File: src/rtl/tbf_pkg.sv
// Shared widths and FSM encoding for the transmit-beamformer channel pulser.
package tbf_pkg;
  localparam int ADDR_WD_DEF = 7;
  localparam int DLY_WD_DEF  = 14;
  localparam int HP_WD_DEF   = 8;
  localparam int NC_WD_DEF   = 4;

  typedef enum logic [2:0] {
    IDLE    = 3'd0,
    LOAD    = 3'd1,
    DELAY   = 3'd2,
    PULSE_P = 3'd3,
    PULSE_N = 3'd4,
    DONE    = 3'd5
  } state_t;
endpackage

File: src/rtl/tbf_ch_pulser_if.sv
// Control/status bundle between the channel sequencer (master) and the pulser (slave).
// Pure wiring: no latency, no backpressure (fire-and-forget trigger, abort kills).
interface tbf_ch_pulser_if
  import tbf_pkg::*;
#(
  parameter int ADDR_WD = ADDR_WD_DEF,
  parameter int DLY_WD  = DLY_WD_DEF,
  parameter int HP_WD   = HP_WD_DEF,
  parameter int NC_WD   = NC_WD_DEF
) ();
  logic               lut_we;
  logic [ADDR_WD-1:0] lut_addr;
  logic [DLY_WD-1:0]  lut_din;
  logic [ADDR_WD-1:0] line_idx;
  logic               start;
  logic [HP_WD-1:0]   half_period;
  logic [NC_WD-1:0]   num_cycles;
  logic               abort;
  logic               tx_pos;
  logic               tx_neg;
  logic               tx_en;
  logic               tx_done;

  modport master (
    output lut_we, lut_addr, lut_din, line_idx, start, half_period, num_cycles, abort,
    input  tx_pos, tx_neg, tx_en, tx_done
  );

  modport slave (
    input  lut_we, lut_addr, lut_din, line_idx, start, half_period, num_cycles, abort,
    output tx_pos, tx_neg, tx_en, tx_done
  );
endinterface

File: src/rtl/tbf_delay_lut.sv
// Per-line transmit delay table, simple dual-port, read-first, one-cycle registered read.
// Writes are always accepted; no backpressure.
module tbf_delay_lut
  import tbf_pkg::*;
#(
  parameter int AW = ADDR_WD_DEF,
  parameter int DW = DLY_WD_DEF
) (
  input  logic          clk,
  input  logic          wr_en,
  input  logic [AW-1:0] wr_addr,
  input  logic [DW-1:0] wr_dat,
  input  logic          rd_en,
  input  logic [AW-1:0] rd_addr,
  output logic [DW-1:0] rd_dat
);
  logic [DW-1:0] mem_q [2**AW];
  logic [DW-1:0] rd_dat_q;

  // Both updates are non-blocking, so a same-address write returns the old word.
  always_ff @(posedge clk) begin
    if (wr_en) mem_q[wr_addr] <= wr_dat;
    if (rd_en) rd_dat_q <= mem_q[rd_addr];
  end

  assign rd_dat = rd_dat_q;
endmodule

File: src/rtl/tbf_ch_pulser.sv
// Fires one delayed bipolar burst per start; tx_pos first rises 3+D edges after start.
// No backpressure: start is ignored while busy, abort kills the firing on the next edge.
module tbf_ch_pulser
  import tbf_pkg::*;
#(
  parameter int ADDR_WD = ADDR_WD_DEF,
  parameter int DLY_WD  = DLY_WD_DEF,
  parameter int HP_WD   = HP_WD_DEF,
  parameter int NC_WD   = NC_WD_DEF
) (
  input  logic           clk,
  input  logic           rst_n,
  tbf_ch_pulser_if.slave bus
);
  state_t             state_q, state_d;
  logic [DLY_WD-1:0]  dly_cnt_q, dly_cnt_d;
  logic [HP_WD-1:0]   ph_cnt_q, ph_cnt_d;
  logic [NC_WD-1:0]   cyc_cnt_q, cyc_cnt_d;
  logic [HP_WD-1:0]   hp_q, hp_d;
  logic [NC_WD-1:0]   nc_q, nc_d;
  logic               tx_pos_q, tx_pos_d;
  logic               tx_neg_q, tx_neg_d;
  logic               tx_en_q, tx_en_d;
  logic               tx_done_q, tx_done_d;
  logic               start_acc;
  logic               kill;
  logic [DLY_WD-1:0]  lut_rd_dat;

  // tx_en_q still high means the DONE cycle is on the pins; a start there is ignored.
  assign start_acc = (state_q == IDLE) && bus.start && !bus.abort && !tx_en_q;
  assign kill      = bus.abort && (state_q != IDLE);

  // The LUT read register captures the line's delay on the accepting edge,
  // so later writes to that line cannot disturb the firing in progress.
  tbf_delay_lut #(
    .AW (ADDR_WD),
    .DW (DLY_WD)
  ) u_lut (
    .clk     (clk),
    .wr_en   (bus.lut_we),
    .wr_addr (bus.lut_addr),
    .wr_dat  (bus.lut_din),
    .rd_en   (start_acc),
    .rd_addr (bus.line_idx),
    .rd_dat  (lut_rd_dat)
  );

  always_comb begin
    state_d   = state_q;
    dly_cnt_d = dly_cnt_q;
    ph_cnt_d  = ph_cnt_q;
    cyc_cnt_d = cyc_cnt_q;
    hp_d      = hp_q;
    nc_d      = nc_q;

    case (state_q)
      IDLE: begin
        if (start_acc) begin
          state_d = LOAD;
          hp_d    = (bus.half_period == '0) ? HP_WD'(1) : bus.half_period;
          nc_d    = (bus.num_cycles == '0) ? NC_WD'(1) : bus.num_cycles;
        end
      end
      LOAD: begin
        dly_cnt_d = lut_rd_dat;
        state_d   = DELAY;
      end
      DELAY: begin
        if (dly_cnt_q == '0) begin
          state_d   = PULSE_P;
          ph_cnt_d  = hp_q - HP_WD'(1);
          cyc_cnt_d = nc_q - NC_WD'(1);
        end else begin
          dly_cnt_d = dly_cnt_q - DLY_WD'(1);
        end
      end
      PULSE_P: begin
        if (ph_cnt_q == '0) begin
          state_d  = PULSE_N;
          ph_cnt_d = hp_q - HP_WD'(1);
        end else begin
          ph_cnt_d = ph_cnt_q - HP_WD'(1);
        end
      end
      PULSE_N: begin
        if (ph_cnt_q == '0) begin
          if (cyc_cnt_q == '0) begin
            state_d = DONE;
          end else begin
            state_d   = PULSE_P;
            cyc_cnt_d = cyc_cnt_q - NC_WD'(1);
            ph_cnt_d  = hp_q - HP_WD'(1);
          end
        end else begin
          ph_cnt_d = ph_cnt_q - HP_WD'(1);
        end
      end
      DONE:    state_d = IDLE;
      default: state_d = IDLE;
    endcase

    if (kill) state_d = IDLE;

    // Outputs are the registered image of the current state, blanked by abort.
    tx_pos_d  = (state_q == PULSE_P) && !kill;
    tx_neg_d  = (state_q == PULSE_N) && !kill;
    tx_en_d   = (state_q != IDLE) && !kill;
    tx_done_d = (state_q == DONE) && !kill;
  end

  always_ff @(posedge clk or negedge rst_n) begin
    if (!rst_n) begin
      state_q   <= IDLE;
      dly_cnt_q <= '0;
      ph_cnt_q  <= '0;
      cyc_cnt_q <= '0;
      hp_q      <= '0;
      nc_q      <= '0;
      tx_pos_q  <= 1'b0;
      tx_neg_q  <= 1'b0;
      tx_en_q   <= 1'b0;
      tx_done_q <= 1'b0;
    end else begin
      state_q   <= state_d;
      dly_cnt_q <= dly_cnt_d;
      ph_cnt_q  <= ph_cnt_d;
      cyc_cnt_q <= cyc_cnt_d;
      hp_q      <= hp_d;
      nc_q      <= nc_d;
      tx_pos_q  <= tx_pos_d;
      tx_neg_q  <= tx_neg_d;
      tx_en_q   <= tx_en_d;
      tx_done_q <= tx_done_d;
    end
  end

  assign bus.tx_pos  = tx_pos_q;
  assign bus.tx_neg  = tx_neg_q;
  assign bus.tx_en   = tx_en_q;
  assign bus.tx_done = tx_done_q;
endmodule

File: src/flat_wrapper.sv
// flat-port wrapper written by rule: the top's interface ports become plain ports
module tbf_ch_pulser_flat import tbf_pkg::*;
#(
  parameter int ADDR_WD = ADDR_WD_DEF,
  parameter int DLY_WD  = DLY_WD_DEF,
  parameter int HP_WD   = HP_WD_DEF,
  parameter int NC_WD   = NC_WD_DEF
)
  (clk, rst_n, bus_lut_we, bus_lut_addr, bus_lut_din, bus_line_idx, bus_start, bus_half_period, bus_num_cycles, bus_abort, bus_tx_pos, bus_tx_neg, bus_tx_en, bus_tx_done);
  tbf_ch_pulser_if #(.ADDR_WD(ADDR_WD), .DLY_WD(DLY_WD), .HP_WD(HP_WD), .NC_WD(NC_WD)) bus_i ();
  input  logic clk;
  input  logic rst_n;
  input wire logic [$bits(bus_i.lut_we)-1:0] bus_lut_we;
  input wire logic [$bits(bus_i.lut_addr)-1:0] bus_lut_addr;
  input wire logic [$bits(bus_i.lut_din)-1:0] bus_lut_din;
  input wire logic [$bits(bus_i.line_idx)-1:0] bus_line_idx;
  input wire logic [$bits(bus_i.start)-1:0] bus_start;
  input wire logic [$bits(bus_i.half_period)-1:0] bus_half_period;
  input wire logic [$bits(bus_i.num_cycles)-1:0] bus_num_cycles;
  input wire logic [$bits(bus_i.abort)-1:0] bus_abort;
  output wire logic [$bits(bus_i.tx_pos)-1:0] bus_tx_pos;
  output wire logic [$bits(bus_i.tx_neg)-1:0] bus_tx_neg;
  output wire logic [$bits(bus_i.tx_en)-1:0] bus_tx_en;
  output wire logic [$bits(bus_i.tx_done)-1:0] bus_tx_done;
  assign bus_i.lut_we = bus_lut_we;
  assign bus_i.lut_addr = bus_lut_addr;
  assign bus_i.lut_din = bus_lut_din;
  assign bus_i.line_idx = bus_line_idx;
  assign bus_i.start = bus_start;
  assign bus_i.half_period = bus_half_period;
  assign bus_i.num_cycles = bus_num_cycles;
  assign bus_i.abort = bus_abort;
  assign bus_tx_pos = bus_i.tx_pos;
  assign bus_tx_neg = bus_i.tx_neg;
  assign bus_tx_en = bus_i.tx_en;
  assign bus_tx_done = bus_i.tx_done;
  tbf_ch_pulser #(.ADDR_WD(ADDR_WD), .DLY_WD(DLY_WD), .HP_WD(HP_WD), .NC_WD(NC_WD)) u_core (.clk(clk), .rst_n(rst_n), .bus(bus_i));
endmodule
File: config.mk
export PLATFORM = sky130hd
export DESIGN_NAME = tbf_ch_pulser_flat
export DESIGN_NICKNAME = d
export VERILOG_FILES = /design/src/rtl/tbf_pkg.sv /design/src/rtl/tbf_ch_pulser_if.sv /design/src/rtl/tbf_delay_lut.sv /design/src/rtl/tbf_ch_pulser.sv /design/src/flat_wrapper.sv
export SDC_FILE = /design/constraint.sdc
export NUM_CORES = 2
export LEC_CHECK = 0
export BUFFER_PORTS_ARGS = -buffer_cell sky130_fd_sc_hd__buf_4
export CAP_MARGIN = 20
export CORE_MARGIN = 2
export CORE_UTILIZATION = 35
export CTS_CLUSTER_SIZE = 40
export DETAILED_ROUTE_END_ITERATION = 16
export PLACE_DENSITY = 0.54
export SYNTH_ARGS = -nofsm -noshare
export SYNTH_HDL_FRONTEND = slang
export SYNTH_HIERARCHICAL = 1
export SYNTH_SLANG_ARGS = --single-unit
export TNS_END_PERCENT = 20
File: constraint.sdc
create_clock -name clk -period 6.1 [get_ports clk]
set_input_delay 0.61 -clock clk [delete_from_list [all_inputs] [get_ports clk]]
set_output_delay 0.61 -clock clk [all_outputs]
set_load 0.02 [all_outputs]
# Yosys cells after proc, flatten, opt, wreduce, memory -nomap -nowiden
# Memory sizes are Yosys's and may differ from the RTL's. A register that Yosys moved wholly into a read port is not among the register bits.
# Index checks and enable logic that the tools add are counted.
# word_totals
register_bits	45
ram_bits	1792
inputBits	45
output_inout_bits	4
wordCells	78
n_memories	1
# memory_table
memory	depth	word_bits	rd	rd_clocked_by_memory_dff	write_ports	line	rtl
u_core.u_lut.mem_q	128	14	1	1	1	tbf_delay_lut.sv:17	logic [DW-1:0] mem_q [2**AW];
# op_classes
addsub	5
n_eq_ne	14
n_mux	22
reduce_logical	26
# ops
op	count
$mux W8	5
$pmux W14 S2	1
$pmux W8 S3	1
$mux W3	6
$logic_not A8 Y1	2
$mux W4	4
$sub A8 B1 Y8 const B	2
$pmux W3 S5	1
$logic_not A14 Y1	1
$mux W14	1
$sub A14 B1 Y14 const B	1
$ne A3 B1 Y1 const B	4
$logic_and A1 B1 Y1	8
$logic_not A4 Y1	2
$pmux W4 S2	1
$reduce_and A4 Y1	2
$sub A4 B1 Y4 const B	2
$eq A3 B2 Y1 const B	2
$eq A3 B3 Y1 const B	2
$reduce_bool A3 Y1	2
$ne A2 B1 Y1 const B	2
$ne A2 B2 Y1 const B	2
$reduce_and A2 Y1	2
$reduce_bool A2 Y1	2
6 further kinds	9

# Longest topological paths before layout
# logic_depth
word_depth	7
ltp_mapped	8
ltp_nobuf	7

# Hierarchy
# The synthesis kept the hierarchy.
# modules_own_cells
module	instances	cells_per_inst	area_each_um2	seq_area_each_um2
tbf_delay_lut	1	2723	68988.7	54232.0
tbf_ch_pulser	1	302	2760.1	1126.1

# Worst setup path before layout
# OpenSTA, ideal clock, no wires.
# synth_path
kind	input -> register
from	in bus_line_idx[0]
to	reg u_core.u_lut.rd_dat_q[0] (netlist: u_core/u_lut/rd_dat[0]), read port of u_core.u_lut.mem_q, data pin
setup_time_ns	0.260
t_arrival_ns	3.012
required_ns	5.840
setup_slack_ns	2.829
cell_stages	6
n_path_buf	2
path_cell_list	buf_2 -> buf_1 -> mux4_2 -> mux4_2 -> mux4_2 -> mux2_2
# synth_rtl
item	line	rtl
start: declaration	flat_wrapper.sv:16	input wire logic [$bits(bus_i.line_idx)-1:0] bus_line_idx;
end: declaration	tbf_delay_lut.sv:18	logic [DW-1:0] rd_dat_q;

==> summary.md <==
| Metric | Value |
|---|---|
| Status | `finished clean` |
| Post-synth EDFFs | `1806` |
| Worst path max stage delay | `610 ps` |
| Chip Height | `457 um` |
| Core Rows | `166` |
| Worst-margin pin slew | `1110 ps` |
| I/O Buffers | `48` |
| End of the worst register-to-register path | `u_core/u_lut/rd_dat[11]` |
| Area of the multi-input gates | `15700 sq um` |
| Gp weighted congestion | `0.802` |
| Reg2reg setup slack | `3450 ps` |
| # H-tree levels | `4` |
| CTS hold repair buffers | `13` |
| Vias | `33200` |
| PwrDens | `336 nW/um^2` |
| Tightest Hold Check Type | `in -> reg` |
| DRC errors left | `0` |
| Synth Cell Area | `71700 sq um` |
| Yosys reg bits | `1851` |
| FF/Latch Area | `55400 sq um` |
| CP top delay family | `multiplexers` |
| Endpoints failing hold | `0` |
| Vias/cell | `5.41` |
| Max-slew violations | `0` |
| First-pass GRT wire length | `259 mm` |
| Largest net degree at the start of global routing | `93` |
| Post-DR wirelength/cell | `29.8 um` |
| Hold path start | `bus_num_cycles[0]` |
| Hold Path Depth | `3` |
| Worst-path clk slew | `60 ps` |
| Fin crit period | `3310 ps` |
| Max-Cap Viols | `0` |
| Worst path bufs/invs | `2` |
| Layout Utilization | `0.405` |
| Ys async rst share | `0.0243` |
| Worst r2r src | `u_core/u_lut/mem_q[20][11]` |
| Element type at the critical path end | `register` |
| Clock Path Buffers | `3` |
| CP Class | `in -> reg` |
| Synth Flop Type | `edfxtp_1` |
| Nets | `3340` |
| Area leader, netlist | `edfxtp_1` |
| Total gr overflow | `0` |
| TritonCTS Buffers | `192` |
| Dominant cells by area after synthesis | `edfxtp_1, mux4_2, dfrtp_1, nor2_1, clkbuf_1` |
| Post-synthesis instance total | `3025` |
| Antenna-violating nets left | `0` |
| Clk_lat worst skew | `840 ps` |
| Worst Hold Endpoint | `u_core/nc_q[0]` |
| Vias in the first global route | `33300` |
| Number of I/O pins | `49` |
| Most common cell on crit path | `mux4_2` |
| Cell Area, Placed | `76300 sq um` |
| Overall routed net length | `183 mm` |
| Initial drt markers | `3815` |
| Most frequent cells in the layout | `edfxtp_1, mux4_2, clkbuf_16` |
| Max stage delay cell, worst path | `mux4_2` |
| Initial antenna violation count | `10` |
| Root Driver | `clkbuf_16` |
| Initial DRT Pass Iterations | `7` |
| Design area | `82800 sq um` |
| Post-Syn Area per Cell | `23.7 sq um` |
| Post_cts resized | `0` |
| Crit path launch type | `primary input` |
| CP max FO | `55` |
| Yosys warning total | `6` |
| Starting Density | `0.351` |
| Placeable Area | `204000 sq um` |
| Cell Chain, Critical Path | `buf_8 > buf_12 > mux4_2 > mux4_2 > mux4_2 > mux2_2` |
| Tot GR Track Use | `0.174` |
| Max_slew headroom | `0.258` |
| Worst EP arrival | `3880 ps` |
| Most common cell after layout, fill and taps aside | `edfxtp_1` |
| Clock sinks | `1851` |
| R2R cell count | `4` |
| Post-detail-place hpwl | `108 mm` |
| Number of library cell types mapped by synthesis | `64` |
| Setup_tns | `0 ps` |
| Final setup skew | `54.5 ps` |
| DIE WIDTH | `457 um` |
| Period utilization | `0.542` |
| Ratio of cells with drive above 1 in the final layout | `0.331` |
| Post-synth net total | `3075` |
| RSZ-0062 raised after global routing | `no` |
| Area Overhead vs Synth | `15.3%` |
| Setup violators final | `0` |
| Setup Fix Bufs, Post-CTS | `0` |
| Sequential area share after synthesis | `0.772` |
| Max Fclk | `302 MHz` |
| Yosys top cell area share | `0.756` |
| Filler instances | `17700` |
| Die area | `209000 sq um` |
| Critical path required time | `6670 ps` |
| Leak pwr | `25.6 nW` |
| TritonCTS clock tree | `built` |
| IR drop worst, VDD | `268 uV` |
-- cell type report --
class | count | share of cell area
Tap cell | 2688 | 0.0406
Timing Repair Buffer | 229 | 0.0249
Antenna cell | 3 | 0.0000907
Multi-Input combinational cell | 1006 | 0.190
Sequential cell | 1851 | 0.669
Clock inverter | 111 | 0.0135
Clock buffer | 239 | 0.0612
Inverter | 10 | 0.000454
-- kinds of logic (layout without fill, tap and decap cells) --
group	Yosys count	in the layout	share of synthesized area
AO/OA/AOI/OAI	95	95	0.00861
XOR/XNOR	8	8	0.000976
adder cells (fa/ha/maj)	5	5	0.000872
buffers and inverters	168	589	0.0106
flip-flops	1851	1851	0.772
multiplexers	616	616	0.189
other	0	3	0
AND/OR/NAND/NOR	282	282	0.0185
-- sequential cells by signal (all words and copies together) (netlist names) --
signal	count
u_core/cyc_cnt_q	4
u_core/nc_q	4
u_core/bus.tx_en	1
u_core/bus.tx_pos	1
u_core/u_lut/rd_dat	14
u_core/bus.tx_neg	1
u_core/dly_cnt_q	14
u_core/state_q	3
u_core/ph_cnt_q	8
u_core/hp_q	8
u_core/u_lut/mem_q	1792
u_core/bus.tx_done	1
-- report_power, final --
group,internal (W),switching (W)
Sequential,0.0142,0.000192
Combinational,0.000791,0.00115
Clock,0.00662,0.00490
-- through the flow --
step	power, W	hold slack [ps]	setup WS (ps)	cells
3_3_place_gp	0.0165	515	1920	5766
4_1_cts	0.0281	48.3	2790	6130
6_report	0.0278	111	2790	6137
3_5_place_dp	0.0166	513	1910	5767
2_1_floorplan	0.0158	314	2830	3025
5_1_grt	0.0287	77.8	2700	6134
-- layer usage --
layer / track usage / wire length (um)
met1: 0.248 / 78800
met2: 0.282 / 89300
met3: 0.0251 / 10300
met4: 0.0476 / 4400
met5: 0 / 13
-- synthesized netlist by cell type (4+ instances only) --
cell	number
a21oi_1	28
buf_1	24
buf_2	36
buf_4	14
buf_6	4
clkbuf_1	80
dfrtp_1	45
edfxtp_1	1806
ha_1	5
inv_1	10
mux2_2	24
mux2i_1	4
mux4_2	588
nand2_1	41
nand3_1	17
nand4_1	6
nor2_1	149
nor2b_1	10
nor3_1	21
nor3b_1	5
o21ai_0	27
o21ai_1	4
o22ai_1	4
or3_1	5
xnor2_1	4
xor2_1	4
-- worst max-delay path by stage --
| stage | from | to | slack, ps | depth (start not counted) |
|---|---|---|---|---|
| after detailed placement | bus_line_idx[0] | u_core/u_lut/rd_dat[9] | 1910 | 6 |
| after global routing | bus_line_idx[0] | u_core/u_lut/rd_dat[9] | 2700 | 6 |
| final | bus_line_idx[0] | u_core/u_lut/rd_dat[9] | 2790 | 6 |
| after global placement | bus_line_idx[0] | u_core/u_lut/rd_dat[9] | 1920 | 6 |
| after floorplan | bus_line_idx[0] | u_core/u_lut/rd_dat[0] | 2830 | 6 |
| after CTS | bus_line_idx[0] | u_core/u_lut/rd_dat[9] | 2790 | 6 |
-- worst min-delay path, cell delays in order --
cell,delay [ps]
buf_4,80
nor2_1,40
o21ai_0,170
Power figures use the tool's default switching activity.
